--- src/rtl/dff_mem_arbiter.sv ---
`default_nettype none
// ============================================================================
// Module      : dff_mem_arbiter
// Description : Two-port round-robin arbiter with bounded lock, sequencing
//               single-cycle accesses into a 16-byte DFF memory macro.
// Revision    : 1.0 - initial release
// ============================================================================
module dff_mem_arbiter #(
    parameter int ADDR_W   = 4,
    parameter int DATA_W   = 8,
    parameter int LOCK_MAX = 4
) (
    input  logic              clk,
    input  logic              rst,
    input  logic              req_a,
    input  logic              req_b,
    input  logic              we_a,
    input  logic              we_b,
    input  logic              lock_a,
    input  logic              lock_b,
    input  logic [ADDR_W-1:0] addr_a,
    input  logic [ADDR_W-1:0] addr_b,
    input  logic [DATA_W-1:0] wdata_a,
    input  logic [DATA_W-1:0] wdata_b,
    output logic              gnt_a,
    output logic              gnt_b,
    output logic              rvalid_a,
    output logic              rvalid_b,
    output logic [DATA_W-1:0] rdata,
    output logic [ADDR_W-1:0] mem_addr,
    output logic [DATA_W-1:0] mem_wdata,
    output logic              mem_we,
    input  logic [DATA_W-1:0] mem_rdata
);

    localparam int c_CNT_W = $clog2(LOCK_MAX + 1);

    typedef enum logic [1:0] {
        ST_ARB    = 2'd0,
        ST_LOCK_A = 2'd1,
        ST_LOCK_B = 2'd2
    } state_t;

    state_t             r_state;
    state_t             w_state_nxt;
    logic               r_prio;        // 0 = A has priority, 1 = B
    logic               w_prio_nxt;
    logic [c_CNT_W-1:0] r_cnt;
    logic [c_CNT_W-1:0] w_cnt_nxt;
    logic               r_rvalid_a;
    logic               r_rvalid_b;
    logic               w_gnt_a;
    logic               w_gnt_b;
    logic               w_cnt_last;

    // This grant in a locked state is the final one the lock allows.
    assign w_cnt_last = (r_cnt == c_CNT_W'(LOCK_MAX - 1));

    always_comb begin
        w_gnt_a     = 1'b0;
        w_gnt_b     = 1'b0;
        w_state_nxt = r_state;
        w_prio_nxt  = r_prio;
        w_cnt_nxt   = r_cnt;
        case (r_state)
            ST_ARB: begin
                if (req_a && (!req_b || !r_prio)) begin
                    w_gnt_a = 1'b1;
                end else if (req_b) begin
                    w_gnt_b = 1'b1;
                end
                if (w_gnt_a) begin
                    w_prio_nxt = 1'b1;
                    if (lock_a) begin
                        w_state_nxt = ST_LOCK_A;
                        w_cnt_nxt   = '0;
                    end
                end else if (w_gnt_b) begin
                    w_prio_nxt = 1'b0;
                    if (lock_b) begin
                        w_state_nxt = ST_LOCK_B;
                        w_cnt_nxt   = '0;
                    end
                end
            end
            ST_LOCK_A: begin
                w_gnt_a = req_a;
                if (w_gnt_a) begin
                    w_cnt_nxt = r_cnt + c_CNT_W'(1);
                end
                if (!lock_a || (w_gnt_a && w_cnt_last)) begin
                    w_state_nxt = ST_ARB;
                    w_prio_nxt  = 1'b1;
                    w_cnt_nxt   = '0;
                end
            end
            ST_LOCK_B: begin
                w_gnt_b = req_b;
                if (w_gnt_b) begin
                    w_cnt_nxt = r_cnt + c_CNT_W'(1);
                end
                if (!lock_b || (w_gnt_b && w_cnt_last)) begin
                    w_state_nxt = ST_ARB;
                    w_prio_nxt  = 1'b0;
                    w_cnt_nxt   = '0;
                end
            end
            default: begin
                w_state_nxt = ST_ARB;
            end
        endcase
        // No access may reach the memory while reset is held.
        if (rst) begin
            w_gnt_a = 1'b0;
            w_gnt_b = 1'b0;
        end
    end

    always_comb begin
        mem_addr  = '0;
        mem_wdata = '0;
        mem_we    = 1'b0;
        if (w_gnt_a) begin
            mem_addr  = addr_a;
            mem_wdata = wdata_a;
            mem_we    = we_a;
        end else if (w_gnt_b) begin
            mem_addr  = addr_b;
            mem_wdata = wdata_b;
            mem_we    = we_b;
        end
    end

    always_ff @(posedge clk) begin
        if (rst) begin
            r_state    <= ST_ARB;
            r_prio     <= 1'b0;
            r_cnt      <= '0;
            r_rvalid_a <= 1'b0;
            r_rvalid_b <= 1'b0;
        end else begin
            r_state    <= w_state_nxt;
            r_prio     <= w_prio_nxt;
            r_cnt      <= w_cnt_nxt;
            r_rvalid_a <= w_gnt_a && !we_a;
            r_rvalid_b <= w_gnt_b && !we_b;
        end
    end

    assign gnt_a    = w_gnt_a;
    assign gnt_b    = w_gnt_b;
    assign rvalid_a = r_rvalid_a;
    assign rvalid_b = r_rvalid_b;
    assign rdata    = mem_rdata;

endmodule
`default_nettype wire

--- config.mk ---
export PLATFORM = sky130hd
export DESIGN_NAME = dff_mem_arbiter
export DESIGN_NICKNAME = d
export VERILOG_FILES = /design/src/rtl/dff_mem_arbiter.sv
export SDC_FILE = /design/constraint.sdc
export NUM_CORES = 1
export LEC_CHECK = 0
export BUFFER_PORTS_ARGS = -buffer_cell sky130_fd_sc_hd__buf_2
export CORE_UTILIZATION = 37
export DETAILED_ROUTE_END_ITERATION = 10
export HOLD_SLACK_MARGIN = 0.03
export PLACE_DENSITY = 0.84
export SLEW_MARGIN = 20
export SYNTH_ARGS = -nofsm -noshare
export SYNTH_HDL_FRONTEND = slang
export SYNTH_SLANG_ARGS = --single-unit
--- constraint.sdc ---
create_clock -name clk -period 2.1 [get_ports clk]
set_input_delay 0.315 -clock clk [delete_from_list [all_inputs] [get_ports clk]]
set_output_delay 0.315 -clock clk [all_outputs]
set_load 0.02 [all_outputs]
Yosys cells after proc, flatten, opt, wreduce, memory -nomap -nowiden
Cells that the tools add are included.
W data, S select, Z words.
Cells by class
  $add $sub $neg: 1
  equal/unequal tests: 10
  muxes and demuxes: 36
  reduce and logical (&&, ||, !) cells: 19
Operator list (number)
  $mux W3: 8
  $mux W8: 2
  $mux W1: 13
  $mux W2: 6
  $ne A3 B3 Y1 const B: 3
  $pmux W3 S3: 1
  $mux W4: 2
  $logic_not A1 Y1: 6
  $pmux W2 S3: 1
  $reduce_and A6 Y1: 1
  $logic_and A1 B1 Y1: 5
  $reduce_and A5 Y1: 1
  $ne A2 B2 Y1 const B: 2
  $pmux W1 S2: 2
  $reduce_and A4 Y1: 1
  $add A3 B1 Y3 const B: 1
  $eq A3 B2 Y1 const B: 1
  $logic_or A1 B1 Y1: 3
  $ne A3 B1 Y1 const B: 1
  $ne A3 B2 Y1 const B: 1
  $pmux W1 S3: 1
  $reduce_bool A3 Y1: 1
  $eq A2 B1 Y1 const B: 1
  $eq A2 B2 Y1 const B: 1
  $logic_not A2 Y1: 1
Word-level totals
  bits in registers: 8
  bits of input ports: 40
  output and inout port bits: 25
  logic and storage cells: 71

Longest topological paths before layout
  depth in word-level cells: 9
  gate-level depth with buffers: 7

Worst setup path after synthesis
No wires, ideal clock.
  path type: register to output
  from: reg r_state[0]
  to: out mem_we
  data arrival time: 1.862 ns
  required time: 1.785 ns
  path slack: -0.077 ns
  stages on the path, launching flop included: 7
  buffers on the path: 1
  cell sequence: dfxtp_1 inv_1 ha_1 a21boi_0 o211a_1 buf_2 o31ai_1
On the way
  elaborated cells on any way between the ends: 9
  those cells by class: eq/ne: 2; mux: 6; reduce/logical: 1
RTL lines
  from (decl): RTL line 44  | state_t r_state;
  from (signal assigned): RTL line 142  | r_state <= w_state_nxt;
  $eq A2 B1 Y1 or $logic_not A2 Y1 (tied branches): RTL line 65  | case (r_state)
  $pmux W1 S2 *: RTL line 65
  $mux W1 *: RTL line 113  | if (rst) begin
  net gnt_a: RTL line 25  | output logic gnt_a,
  $mux W1 *: RTL line 123  | if (w_gnt_a) begin
  to (decl): RTL line 32  | output logic mem_we,
Mark *: on every way through the listed nets, which the timed path passes. The rest lies on a longest branch.

Worst setup path in the final report
  from: reg r_state[1]
  to: out mem_wdata[3]
On the way
  word-level cells in the longest chain between the ends: 5
  elaborated cells on any way between the ends: 9
  those cells by class: eq/ne: 2; mux: 6; reduce/logical: 1
Ends and longest elaborated chain
  $eq A2 B2 Y1 or $logic_not A2 Y1 (tied branches): RTL line 65
  $pmux W1 S2: RTL line 65
  $mux W1: RTL line 113
  $mux W8: RTL line 127  | end else if (w_gnt_b) begin
  $mux W8 *: RTL line 123
  to (decl): RTL line 31  | output logic [DATA_W-1:0] mem_wdata,
Every way passes the cells marked *; elsewhere a longest branch is shown, timed or not.

==> qor.yml <==
cts_made_buffers: 3
power_frac_comb_pct: 54.2
grt_setup_unrepaired: "true"
nNetsFinal: 187
clkTransAtPathRegs_ps: 80
synth-edff-count: 0
clkPwrFrac_pct: 20.4
dp_cells: 160
insertion_delay_ps: 280
synth_xor_area_share_pct: 0
start_kind: "flip-flop"
fillCellCount: 163
die_width_um: 47.4
critical_path_class: "flip-flop to output port"
p_int_w: 0.000411
maxCapViolations: 0
synthFlopType: "dfxtp_1"
worst-path-buf-inv: 2
drtIter0Drc: 23
instances_no_fill: 166
total_power_w: 0.000685
cpPeakStageDelay_ps: 340
cts_hold_buf: 0
status: "completed"
dr.max_layer_used: "met4"
netlist_instances: 93
routabilityCongestion: 0.845
leakage_nw: 0.572
core_um2: 1940
end_kind: "output port"
synth_area_um2: 762
max_freq_ghz: 0.479
routed-wl-met3_um: 182
slew_headroom_pct: 70.7
final_cell_mix: "buf_2 (35), a22o_1 (12), buf_6 (11)"
synth.mux.area_fraction_pct: 1.31
die_area_um2: 2240
async_flop_share_pct: 0
ys_seq_area_share_pct: 21.0
synth_top_area_share_pct: 21.0
slowest_stage: "dfxtp_2"
cp_cell_sequence: "inv_4, ha_4, a21boi_4, o21ai_2, and4bb_2, a22o_1, buf_6"
ys_types: 35
setup_ws_ps: 10.6
syn2layout_area_growth_pct: 57.3
min_period_ps: 2090
synth_fp_nets: 139
ys_seq_elements: 8
max-vdd-ir-drop_mv: 0.285
swShare_pct: 40.0
wl_per_cell_um: 15.9
dpl-instance-area_um2: 983
met1_length_um: 958
grt_start_max_net_pins: 16
p_per_area_nw_per_um2: 572
dp_hpwl_um: 1780
synth_top_family_by_area: "compound AO/OA/AOI/OAI gates"
synthAdderAreaFrac_pct: 9.85
p_sw_w: 0.000274
fin_area_um2: 1200
dp_slack_ps: 55.2
root_buffer: "clkbuf_4"
wl_met2_um: 1430
worst_slew_pin_slew_ps: 440
grt-ovfl-total: 0
clock_sinks: 8
clockBufferDepth: 2
antenna_found_initial: 0
grt_pass1_vias: 852
drt_first_pass_iters: 4
hold_class: "primary input to flip-flop"
path_delay_family: "compound AO/OA/AOI/OAI gates"
drv_slew: 0
antennaDiodeCount: 0
initial_core_util_pct: 39.2
yosysWarnings: 0
netlist.top_cell.by_area: "dfxtp_1"
synthTopCellsByArea: "dfxtp_1 (21%), a22o_1 (14%), ha_1 (9.9%)"
synth_compound_area_share_pct: 35.0
critPathArrivalTime_ps: 1770
wl_um: 2630
p_seq_share_pct: 25.4
synthSimpleGateAreaFrac_pct: 18.9
htree_levels: 1
final_common_cell: "buf_2"
viasPerCell: 5.60
cp.required_ps: 1780
hold_viol_final: 0
rows: 16
die_h_um: 47.4
cts_tree: "yes"
grt_pass1_wl_um: 3590
num_vias: 929
io_buffers: 48
setup_viol: 0
drive_gt1_share_pct: 53.2
grtUsageTotal_pct: 23.5
io_pins: 65
cp_max_fo: 6
final_util_pct: 61.7
fin_worst_skew_ps: 18.7
synth_area_per_cell_um2: 8.19
drc_errors: 0
fin_crit_sh_pct: 99.5
antenna_left: 0
cell usage after synthesis (2+ instances only):
cell type  number
a21oi_1         5
nand2_1         4
o211ai_1        3
nand2b_1        2
o21ai_0         5
nor2_1          4
o31ai_1         2
ha_1            6
nand4_1         2
a22o_1         12
dfxtp_1         8
inv_1           9
buf_4           9
final timing paths:
kind / startpoint / to / slack, ps / cells after the start
worst max-delay path: r_state[1]$_SDFFE_PP0P_ / mem_wdata[3] / 10 / 7
worst min-delay path: we_a / rvalid_a$_SDFF_PP0_ / 200 / 2
worst max register to register: r_state[1]$_SDFFE_PP0P_ / r_state[0]$_SDFFE_PP0P_ / 160 / 6
worst min register to register: r_cnt[1]$_SDFFE_PP0P_ / r_cnt[1]$_SDFFE_PP0P_ / 520 / 2
power by group through the flow:
| stage | Clock, W | Sequential, W | Combinational [W] |
|---|---|---|---|
| 2_1_floorplan | 0 | 0.000174 | 0.000196 |
| 3_3_place_gp | 0 | 0.000172 | 0.000260 |
| 3_5_place_dp | 0 | 0.000173 | 0.000269 |
| 4_1_cts | 0.000134 | 0.000170 | 0.000328 |
| 5_1_grt | 0.000145 | 0.000174 | 0.000398 |
| 6_report | 0.000140 | 0.000174 | 0.000371 |
what timing repair did:
item                                    CTS  global route
endpoints found under the setup margin   14            14
gates cloned                              1             0
buffers inserted                          2             0
pin swaps                                 6             7
resized for setup                        29            20
flip-flops by register name (all words and copies together) (netlist names):
name	cells
r_cnt	3
r_state	2
rvalid_a	1
rvalid_b	1
r_prio	1
metrics by stage:
step / hold WS, ps / TNS [ps]
2_1_floorplan: 384 / 0
3_3_place_gp: 486 / 0
3_5_place_dp: 489 / 0
4_1_cts: 213 / 0
5_1_grt: 211 / -315
6_report: 204 / 0
cell type report:
class                           count  area (um^2)  area share, %
Clock buffer                        3         22.5           1.88
Timing Repair Buffer               52          344           28.7
Inverter                            9         38.8           3.24
Tap cell                           27         33.8           2.82
Multi-Input combinational cell     67          596           49.7
Sequential cell                     8          164           13.7
worst register-to-register path, cell delays in order (launching register included):
cell and delay, ps:
dfxtp_2 340, buf_4 140, ha_4 170, a22oi_1 270, o221ai_2 240, or4b_1 520
a21oi_1 160
logic make-up after synthesis:
kind of cell,Yosys count
compound gates,35
flops,8
fa+ha+maj,6
mux,1
simple gates,24
buf+inv,19
layer usage:
layer | track usage (%) | vias to the layer above
met4 | 14.9 | 0
met3 | 3.46 | 9
met2 | 42.5 | 49
met1 | 25.2 | 432
met5 | 0 | -
li1 | - | 439
Power figures use the tool's default switching activity.
